--- config.mk ---
export PLATFORM = sky130hd
export DESIGN_NAME = rtc_bus_seq
export DESIGN_NICKNAME = d
export VERILOG_FILES = /design/src/rtl/rtc_bus_pkg.sv /design/src/rtl/rtc_phase_timer.sv /design/src/rtl/rtc_bus_seq.sv
export SDC_FILE = /design/constraint.sdc
export NUM_CORES = 1
export LEC_CHECK = 0
export CAP_MARGIN = 20
export CORE_UTILIZATION = 43
export CTS_CLUSTER_SIZE = 24
export DETAILED_ROUTE_END_ITERATION = 10
export PLACE_DENSITY_LB_ADDON = 0.15
export REMOVE_ABC_BUFFERS = 1
export SKIP_CTS_REPAIR_TIMING = 1
export SYNTH_ARGS = -nofsm -noshare
export SYNTH_HDL_FRONTEND = slang
export SYNTH_SLANG_ARGS = --single-unit
--- constraint.sdc ---
create_clock -name clk -period 2.1 [get_ports clk]
set_input_delay 0.42 -clock clk [delete_from_list [all_inputs] [get_ports clk]]
set_output_delay 0.42 -clock clk [all_outputs]
set_load 0.01 [all_outputs]
--- src/rtl/rtc_bus_pkg.sv ---
`default_nettype none
// +--------------------------------------------------------------------------+
// | Module      : rtc_bus_pkg                                                |
// | Description : State encoding and default timing for the RTC multiplexed  |
// |               address/data bus sequencer.                                |
// | Revision    : 1.0 - initial release                                      |
// +--------------------------------------------------------------------------+
package rtc_bus_pkg;

  // Sequencer states, in the order a transaction walks through them
  typedef enum logic [3:0] {
    ST_IDLE     = 4'd0,
    ST_A_SETUP  = 4'd1,
    ST_A_STROBE = 4'd2,
    ST_A_HOLD   = 4'd3,
    ST_GAP      = 4'd4,
    ST_D_SETUP  = 4'd5,
    ST_D_STROBE = 4'd6,
    ST_D_HOLD   = 4'd7,
    ST_DONE     = 4'd8
  } state_t;

  // Default bus width and phase timing (in clock cycles)
  localparam int c_DEF_DW         = 8;
  localparam int c_DEF_SETUP      = 1;
  localparam int c_DEF_ADDR_PULSE = 6;
  localparam int c_DEF_DATA_PULSE = 6;
  localparam int c_DEF_HOLD       = 1;
  localparam int c_DEF_GAP        = 4;
  localparam int c_DEF_CNT_W      = 5;

endpackage
`default_nettype wire

--- src/rtl/rtc_phase_timer.sv ---
`default_nettype none
// +--------------------------------------------------------------------------+
// | Module      : rtc_phase_timer                                            |
// | Description : Loadable down-counter timing one sequencer phase. The      |
// |               expire flag is high while the count equals 1, i.e. in the  |
// |               last cycle of the loaded duration.                         |
// | Revision    : 1.0 - initial release                                      |
// +--------------------------------------------------------------------------+
module rtc_phase_timer #(
  parameter int CNT_W = 5
) (
  input  logic             clk,
  input  logic             reset,
  input  logic             load_i,
  input  logic [CNT_W-1:0] load_val_i,
  output logic             expire_o
);

  logic [CNT_W-1:0] cnt_q;

  // Load a new phase length, otherwise count down and rest at zero
  always_ff @(posedge clk) begin
    if (reset) begin
      cnt_q <= '0;
    end else if (load_i) begin
      cnt_q <= load_val_i;
    end else if (cnt_q != '0) begin
      cnt_q <= cnt_q - 1'b1;
    end
  end

  assign expire_o = (cnt_q == CNT_W'(1));

endmodule
`default_nettype wire

--- src/rtl/rtc_bus_seq.sv ---
`default_nettype none
// +--------------------------------------------------------------------------+
// | Module      : rtc_bus_seq                                                |
// | Description : Sequencer for an RTC multiplexed address/data bus. Runs an |
// |               address phase then a data phase (write or read), with all  |
// |               outputs registered for glitch-free strobes.                |
// |               Optional macro RTC_BUS_SEQ_RUNTIME_PULSE_EN adds input     |
// |               cfg_pulse which, sampled with start, sets both strobe      |
// |               widths (0 is treated as 1).                                |
// | Revision    : 1.0 - initial release                                      |
// +--------------------------------------------------------------------------+
module rtc_bus_seq
  import rtc_bus_pkg::*;
#(
  parameter int DW         = c_DEF_DW,
  parameter int SETUP      = c_DEF_SETUP,
  parameter int ADDR_PULSE = c_DEF_ADDR_PULSE,
  parameter int DATA_PULSE = c_DEF_DATA_PULSE,
  parameter int HOLD       = c_DEF_HOLD,
  parameter int GAP        = c_DEF_GAP,
  parameter int CNT_W      = c_DEF_CNT_W
) (
  input  logic          clk,
  input  logic          reset,
  input  logic          start,
  input  logic          wr_en,
  input  logic [DW-1:0] addr,
  input  logic [DW-1:0] wdata,
  input  logic [DW-1:0] bus_in,
  output logic [DW-1:0] bus_out,
  output logic          bus_oe,
  output logic          ad,
  output logic          cs_n,
  output logic          wr_n,
  output logic          rd_n,
  output logic          busy,
  output logic          done,
  output logic [DW-1:0] rdata,
  output logic          rdata_valid
`ifdef RTC_BUS_SEQ_RUNTIME_PULSE_EN
  ,
  input  logic [CNT_W-1:0] cfg_pulse
`endif
);

  state_t           state_q, state_d;
  logic             wr_q, wr_d;
  logic [DW-1:0]    addr_q, addr_d, wdata_q, wdata_d;
  logic [DW-1:0]    bus_out_q, bus_out_d, rdata_q;
  logic             bus_oe_q, bus_oe_d, ad_q, ad_d;
  logic             cs_n_q, cs_n_d, wr_n_q, wr_n_d, rd_n_q, rd_n_d;
  logic             busy_q, busy_d, done_q, done_d, rvalid_q, rvalid_d;
  logic             w_load, w_expire, w_accept;
  logic [CNT_W-1:0] w_load_val, w_a_pulse, w_d_pulse;

  // A request is only honoured while idle; anything else is dropped
  assign w_accept = (state_q == ST_IDLE) && start;

  // Transaction fields are visible to the output logic in the accept cycle
  assign wr_d    = w_accept ? wr_en : wr_q;
  assign addr_d  = w_accept ? addr  : addr_q;
  assign wdata_d = w_accept ? wdata : wdata_q;

`ifdef RTC_BUS_SEQ_RUNTIME_PULSE_EN
  logic [CNT_W-1:0] pulse_q;

  // Latch the run-time strobe width at accept, promoting 0 to 1
  always_ff @(posedge clk) begin
    if (reset) begin
      pulse_q <= CNT_W'(ADDR_PULSE);
    end else if (w_accept) begin
      pulse_q <= (cfg_pulse == '0) ? CNT_W'(1) : cfg_pulse;
    end
  end

  assign w_a_pulse = pulse_q;
  assign w_d_pulse = pulse_q;
`else
  assign w_a_pulse = CNT_W'(ADDR_PULSE);
  assign w_d_pulse = CNT_W'(DATA_PULSE);
`endif

  rtc_phase_timer #(
    .CNT_W (CNT_W)
  ) u_timer (
    .clk        (clk),
    .reset      (reset),
    .load_i     (w_load),
    .load_val_i (w_load_val),
    .expire_o   (w_expire)
  );

  // Next state: each timed phase advances when its timer expires and loads the next length
  always_comb begin
    state_d    = state_q;
    w_load     = 1'b0;
    w_load_val = '0;
    case (state_q)
      ST_IDLE: if (start) begin
        state_d = ST_A_SETUP;  w_load = 1'b1; w_load_val = CNT_W'(SETUP);
      end
      ST_A_SETUP: if (w_expire) begin
        state_d = ST_A_STROBE; w_load = 1'b1; w_load_val = w_a_pulse;
      end
      ST_A_STROBE: if (w_expire) begin
        state_d = ST_A_HOLD;   w_load = 1'b1; w_load_val = CNT_W'(HOLD);
      end
      ST_A_HOLD: if (w_expire) begin
        w_load = 1'b1;
        if (GAP != 0) begin
          state_d = ST_GAP;     w_load_val = CNT_W'(GAP);
        end else begin
          state_d = ST_D_SETUP; w_load_val = CNT_W'(SETUP);
        end
      end
      ST_GAP: if (w_expire) begin
        state_d = ST_D_SETUP;  w_load = 1'b1; w_load_val = CNT_W'(SETUP);
      end
      ST_D_SETUP: if (w_expire) begin
        state_d = ST_D_STROBE; w_load = 1'b1; w_load_val = w_d_pulse;
      end
      ST_D_STROBE: if (w_expire) begin
        state_d = ST_D_HOLD;   w_load = 1'b1; w_load_val = CNT_W'(HOLD);
      end
      ST_D_HOLD: if (w_expire) state_d = ST_DONE;
      default:   state_d = ST_IDLE;
    endcase
  end

  // Output decode from the next state so the registered outputs line up with state_q
  always_comb begin
    ad_d      = 1'b1;
    cs_n_d    = 1'b1;
    wr_n_d    = 1'b1;
    rd_n_d    = 1'b1;
    bus_oe_d  = 1'b0;
    bus_out_d = '0;
    busy_d    = (state_d != ST_IDLE);
    done_d    = 1'b0;
    rvalid_d  = 1'b0;
    case (state_d)
      ST_A_SETUP, ST_A_HOLD: begin
        ad_d = 1'b0; bus_oe_d = 1'b1; bus_out_d = addr_d;
      end
      ST_A_STROBE: begin
        ad_d = 1'b0; bus_oe_d = 1'b1; bus_out_d = addr_d;
        cs_n_d = 1'b0; wr_n_d = 1'b0;
      end
      ST_D_SETUP, ST_D_HOLD: begin
        bus_oe_d = wr_d; bus_out_d = wdata_d;
      end
      ST_D_STROBE: begin
        bus_oe_d = wr_d; bus_out_d = wdata_d; cs_n_d = 1'b0;
        if (wr_d) wr_n_d = 1'b0;
        else      rd_n_d = 1'b0;
      end
      ST_DONE: begin
        done_d = 1'b1; rvalid_d = !wr_d;
      end
      default: ;
    endcase
  end

  // State, transaction fields and registered outputs
  always_ff @(posedge clk) begin
    if (reset) begin
      state_q   <= ST_IDLE;
      wr_q      <= 1'b0;
      addr_q    <= '0;
      wdata_q   <= '0;
      ad_q      <= 1'b1;
      cs_n_q    <= 1'b1;
      wr_n_q    <= 1'b1;
      rd_n_q    <= 1'b1;
      bus_oe_q  <= 1'b0;
      bus_out_q <= '0;
      busy_q    <= 1'b0;
      done_q    <= 1'b0;
      rvalid_q  <= 1'b0;
    end else begin
      state_q   <= state_d;
      wr_q      <= wr_d;
      addr_q    <= addr_d;
      wdata_q   <= wdata_d;
      ad_q      <= ad_d;
      cs_n_q    <= cs_n_d;
      wr_n_q    <= wr_n_d;
      rd_n_q    <= rd_n_d;
      bus_oe_q  <= bus_oe_d;
      bus_out_q <= bus_out_d;
      busy_q    <= busy_d;
      done_q    <= done_d;
      rvalid_q  <= rvalid_d;
    end
  end

  // Read data is captured at the edge closing the last read-strobe cycle
  always_ff @(posedge clk) begin
    if (reset) begin
      rdata_q <= '0;
    end else if ((state_q == ST_D_STROBE) && w_expire && !wr_q) begin
      rdata_q <= bus_in;
    end
  end

  assign bus_out     = bus_out_q;
  assign bus_oe      = bus_oe_q;
  assign ad          = ad_q;
  assign cs_n        = cs_n_q;
  assign wr_n        = wr_n_q;
  assign rd_n        = rd_n_q;
  assign busy        = busy_q;
  assign done        = done_q;
  assign rdata       = rdata_q;
  assign rdata_valid = rvalid_q;

endmodule
`default_nettype wire

==> out/results.tsv <==
stage	metric	value	unit
outcome	status	finished, violations left	
outcome	failing checks	DRC	
placed_design	gpl congestion	0.7769	
floorplanning	Die H	70.66	um
detailed_routing	DRC errors left	5	
yosys	most frequent cell after synthesis	dfxtp_1	
global_route	vias in the first global route	1485	
setup_path	worst path required time	2.31	ns
sta	final worst path period share	0.9433	
sta	post-layout min period	1.981	ns
clock_tree	clock sink count	50	
global_route	initial antenna violation count	0	
layout	ANT cells	0	
detailed_routing	DRT Pass-1 Iters	7	
power	power consumption	2.692	mW
power	power density over the cells	959.5	mW/mm^2
sta	Max Slew Vio Count	0	
placed_design	DP Worst Slack	-0.1777	ns
layout	FILL cells	376	
floorplanning	DIE AREA	0.004992	mm^2
yosys	Synth Instances	195	
floorplanning	die width	70.66	um
placed_design	placed cells	305	
layout	final std cells w/o fill	311	
setup_path	WS Path Type	reg2reg	
hold_path	Hold Crit Class	reg2reg	
floorplanning	I/O Pins	52	
detailed_routing	Via density	5.084	
detailed_routing	wire per inst	13.10	um
setup_path	Critical Path, Cell by Cell	ha_4 -> nor4b_2 -> a2111oi_1 -> or4b_1 -> buf_4 -> o32ai_2	
sta	Fmax	0.5048	GHz
clock_tree	clock network latency to the later pin of the worst-skew pair	0.29	ns
setup_path	Critical Path Start Type	register	
yosys	Post-Syn Area	0.002027	mm^2
clock_tree	Root Buffer	clkbuf_8	
yosys	FF+latch count, synth	50	
detailed_routing	First DRT Iteration DRCs	34	
setup_path	Slowest cell on crit path	or4b_1	
floorplanning	Site Rows	24	
global_route	largest net degree at the start of global routing	31	
floorplanning	Initial Util	0.4561	
run	max-cap viol count	0	
clock_tree	# H-tree levels	2	
sta	clock skew	0.008271	ns
sta	Slew @ Worst Pin	0.4247	ns
yosys	top post-synthesis cells by area	dfxtp_1 49%, mux2i_1 13%, nor2_1 5.6%	
detailed_routing	Post-Route WL	4074	um
sta	RSZ-0062 raised after global routing	false	
layout	Net count, final	291	
global_route	Overall Global Routing Usage	0.1709	
yosys	Syn Area/Cell	10.39	um^2
clock_tree	clk slew on worst S/H paths	0.09	ns
sta	post-route setup slack	0.1191	ns
sta	Max-slew headroom	0.7162	
yosys	Synthesis Warnings	0	
yosys	asr flop ratio synth	0	
power	Leak Pwr	1.122	nW
global_route	global route overflow	0	
sta	final setup vio count	0	
placed_design	Port Buf Inserts	51	
floorplanning	core box area	0.004444	mm^2
setup_path	Crit. End Element	register	
sta	Final Hold Viols	0	
yosys	top cells by instance count after synthesis	50 x dfxtp_1, 30 x nor2_1, 26 x mux2i_1	
detailed_routing	remaining antenna violation count	0	
yosys	EDFF count, synth	0	
yosys	Unique masters post-synth	41	
setup_path	CP arrival	2.19	ns
clock_tree	CTS tree	done	
setup_path	crit-path max FO	8	
layout	area growth from synthesis to layout	38.40	%
power	worst vdd ir	0.0004893	V
layout	share of layout cells above drive strength 1	0.1737	
global_route	first-pass GRT wire length	6686	um
yosys	top_reg_cell synth	dfxtp_1	
clock_tree	Clock Path Buffers	2	
yosys	post-synth top area share	0.4938	
placed_design	post-DP HPWL	2967	um
yosys	sequential share of the synthesized area	0.4938	
yosys	largest area contributor in the netlist	dfxtp_1	
setup_path	max incr delay on CP	0.52	ns
detailed_routing	via count	1581	
clock_tree	CTS buffer count	5	
==> critical path: cells and delay by family (launching register included) <==
kind            cells  cell delay (ns)
simple gates        2             0.77
buf+inv             1             0.19
flops               1             0.39
fa+ha+maj           1             0.15
compound gates      2             0.39
==> path summary, 6_finish.rpt <==
check | start | to | slack [ns] | cells past startpoint
setup / recovery | u_timer.cnt_q[0] | bus_out[4] | 0.12 | 6
hold / removal | addr_q[6] | addr_q[6] | 0.49 | 2
setup reg to reg | u_timer.cnt_q[0] | bus_out[4] | 0.12 | 6
hold reg to reg | addr_q[6] | addr_q[6] | 0.49 | 2
==> metrics by stage <==
| step | instance area, um^2 | hold WS (ns) | TNS, ns | utilization |
|---|---|---|---|---|
| after floorplan | 1954 | 0.4524 | -64.67 | - |
| after global placement | 2701 | 0.4699 | -1.562 | 0.6078 |
| after detailed placement | 2701 | 0.4801 | -1.647 | 0.6078 |
| after CTS | 2784 | 0.4929 | -0.4923 | 0.6264 |
| after global routing | 2805 | 0.5378 | 0 | 0.6312 |
| final | 2805 | 0.4912 | 0 | 0.6312 |
==> cells by family after synthesis <==
| group | after synthesis | synth area share |
|---|---|---|
| and+or+nand+nor | 67 | 0.1778 |
| DFF | 50 | 0.4938 |
| muxes | 29 | 0.1506 |
| AOI/OAI and AO/OA | 24 | 0.1056 |
| buffers and inverters | 20 | 0.04506 |
| adders and majority gates | 3 | 0.01852 |
| xor gates and xnor gates | 2 | 0.008644 |
==> power by group <==
group | switching (mW) | internal [mW] | total (mW)
Clock | 0.285 | 0.254 | 0.539
Combinational | 0.454 | 0.546 | 1.00
Sequential | 0.0846 | 1.07 | 1.15
==> flip-flops by register name (all words and copies together) (netlist names) <==
register       flops
addr_q             8
bus_out            8
rdata              8
wdata_q            8
u_timer.cnt_q      5
state_q            4
ad                 1
bus_oe             1
busy               1
cs_n               1
done               1
rd_n               1
rdata_valid        1
wr_n               1
wr_q               1
==> final cells by class <==
type                       count  area, um^2  share of cell area
clock buffer                   6       82.58             0.02944
inverter                       5       18.77            0.006690
multi-input combinational    125       957.2              0.3412
sequential                    50        1002              0.3573
tap                           52       65.06             0.02319
timing repair buffer          73       679.4              0.2422
==> cell usage in the layout, fill, tap and decap left out, types with 5 or more instances in the layout <==
master           netlist  layout
o32ai_2                5       5
buf_4                  1      21
clkbuf_8               0       6
nor2_1                30      30
a21oi_1                5       5
dfxtp_1               50      49
nor3_1                 5       5
mux2i_1               26      26
clkdlybuf4s50_1        0      51
==> per-layer routing <==
layer / vias to the layer above / share of wire / GRT usage
met5: - / 0 / 0
met4: 0 / 0.0093 / 0.06000
met3: 4 / 0.044 / 0.04701
met2: 31 / 0.43 / 0.2621
met1: 725 / 0.51 / 0.2331
li1: 821 / - / -
Power figures use the tool's default switching activity.
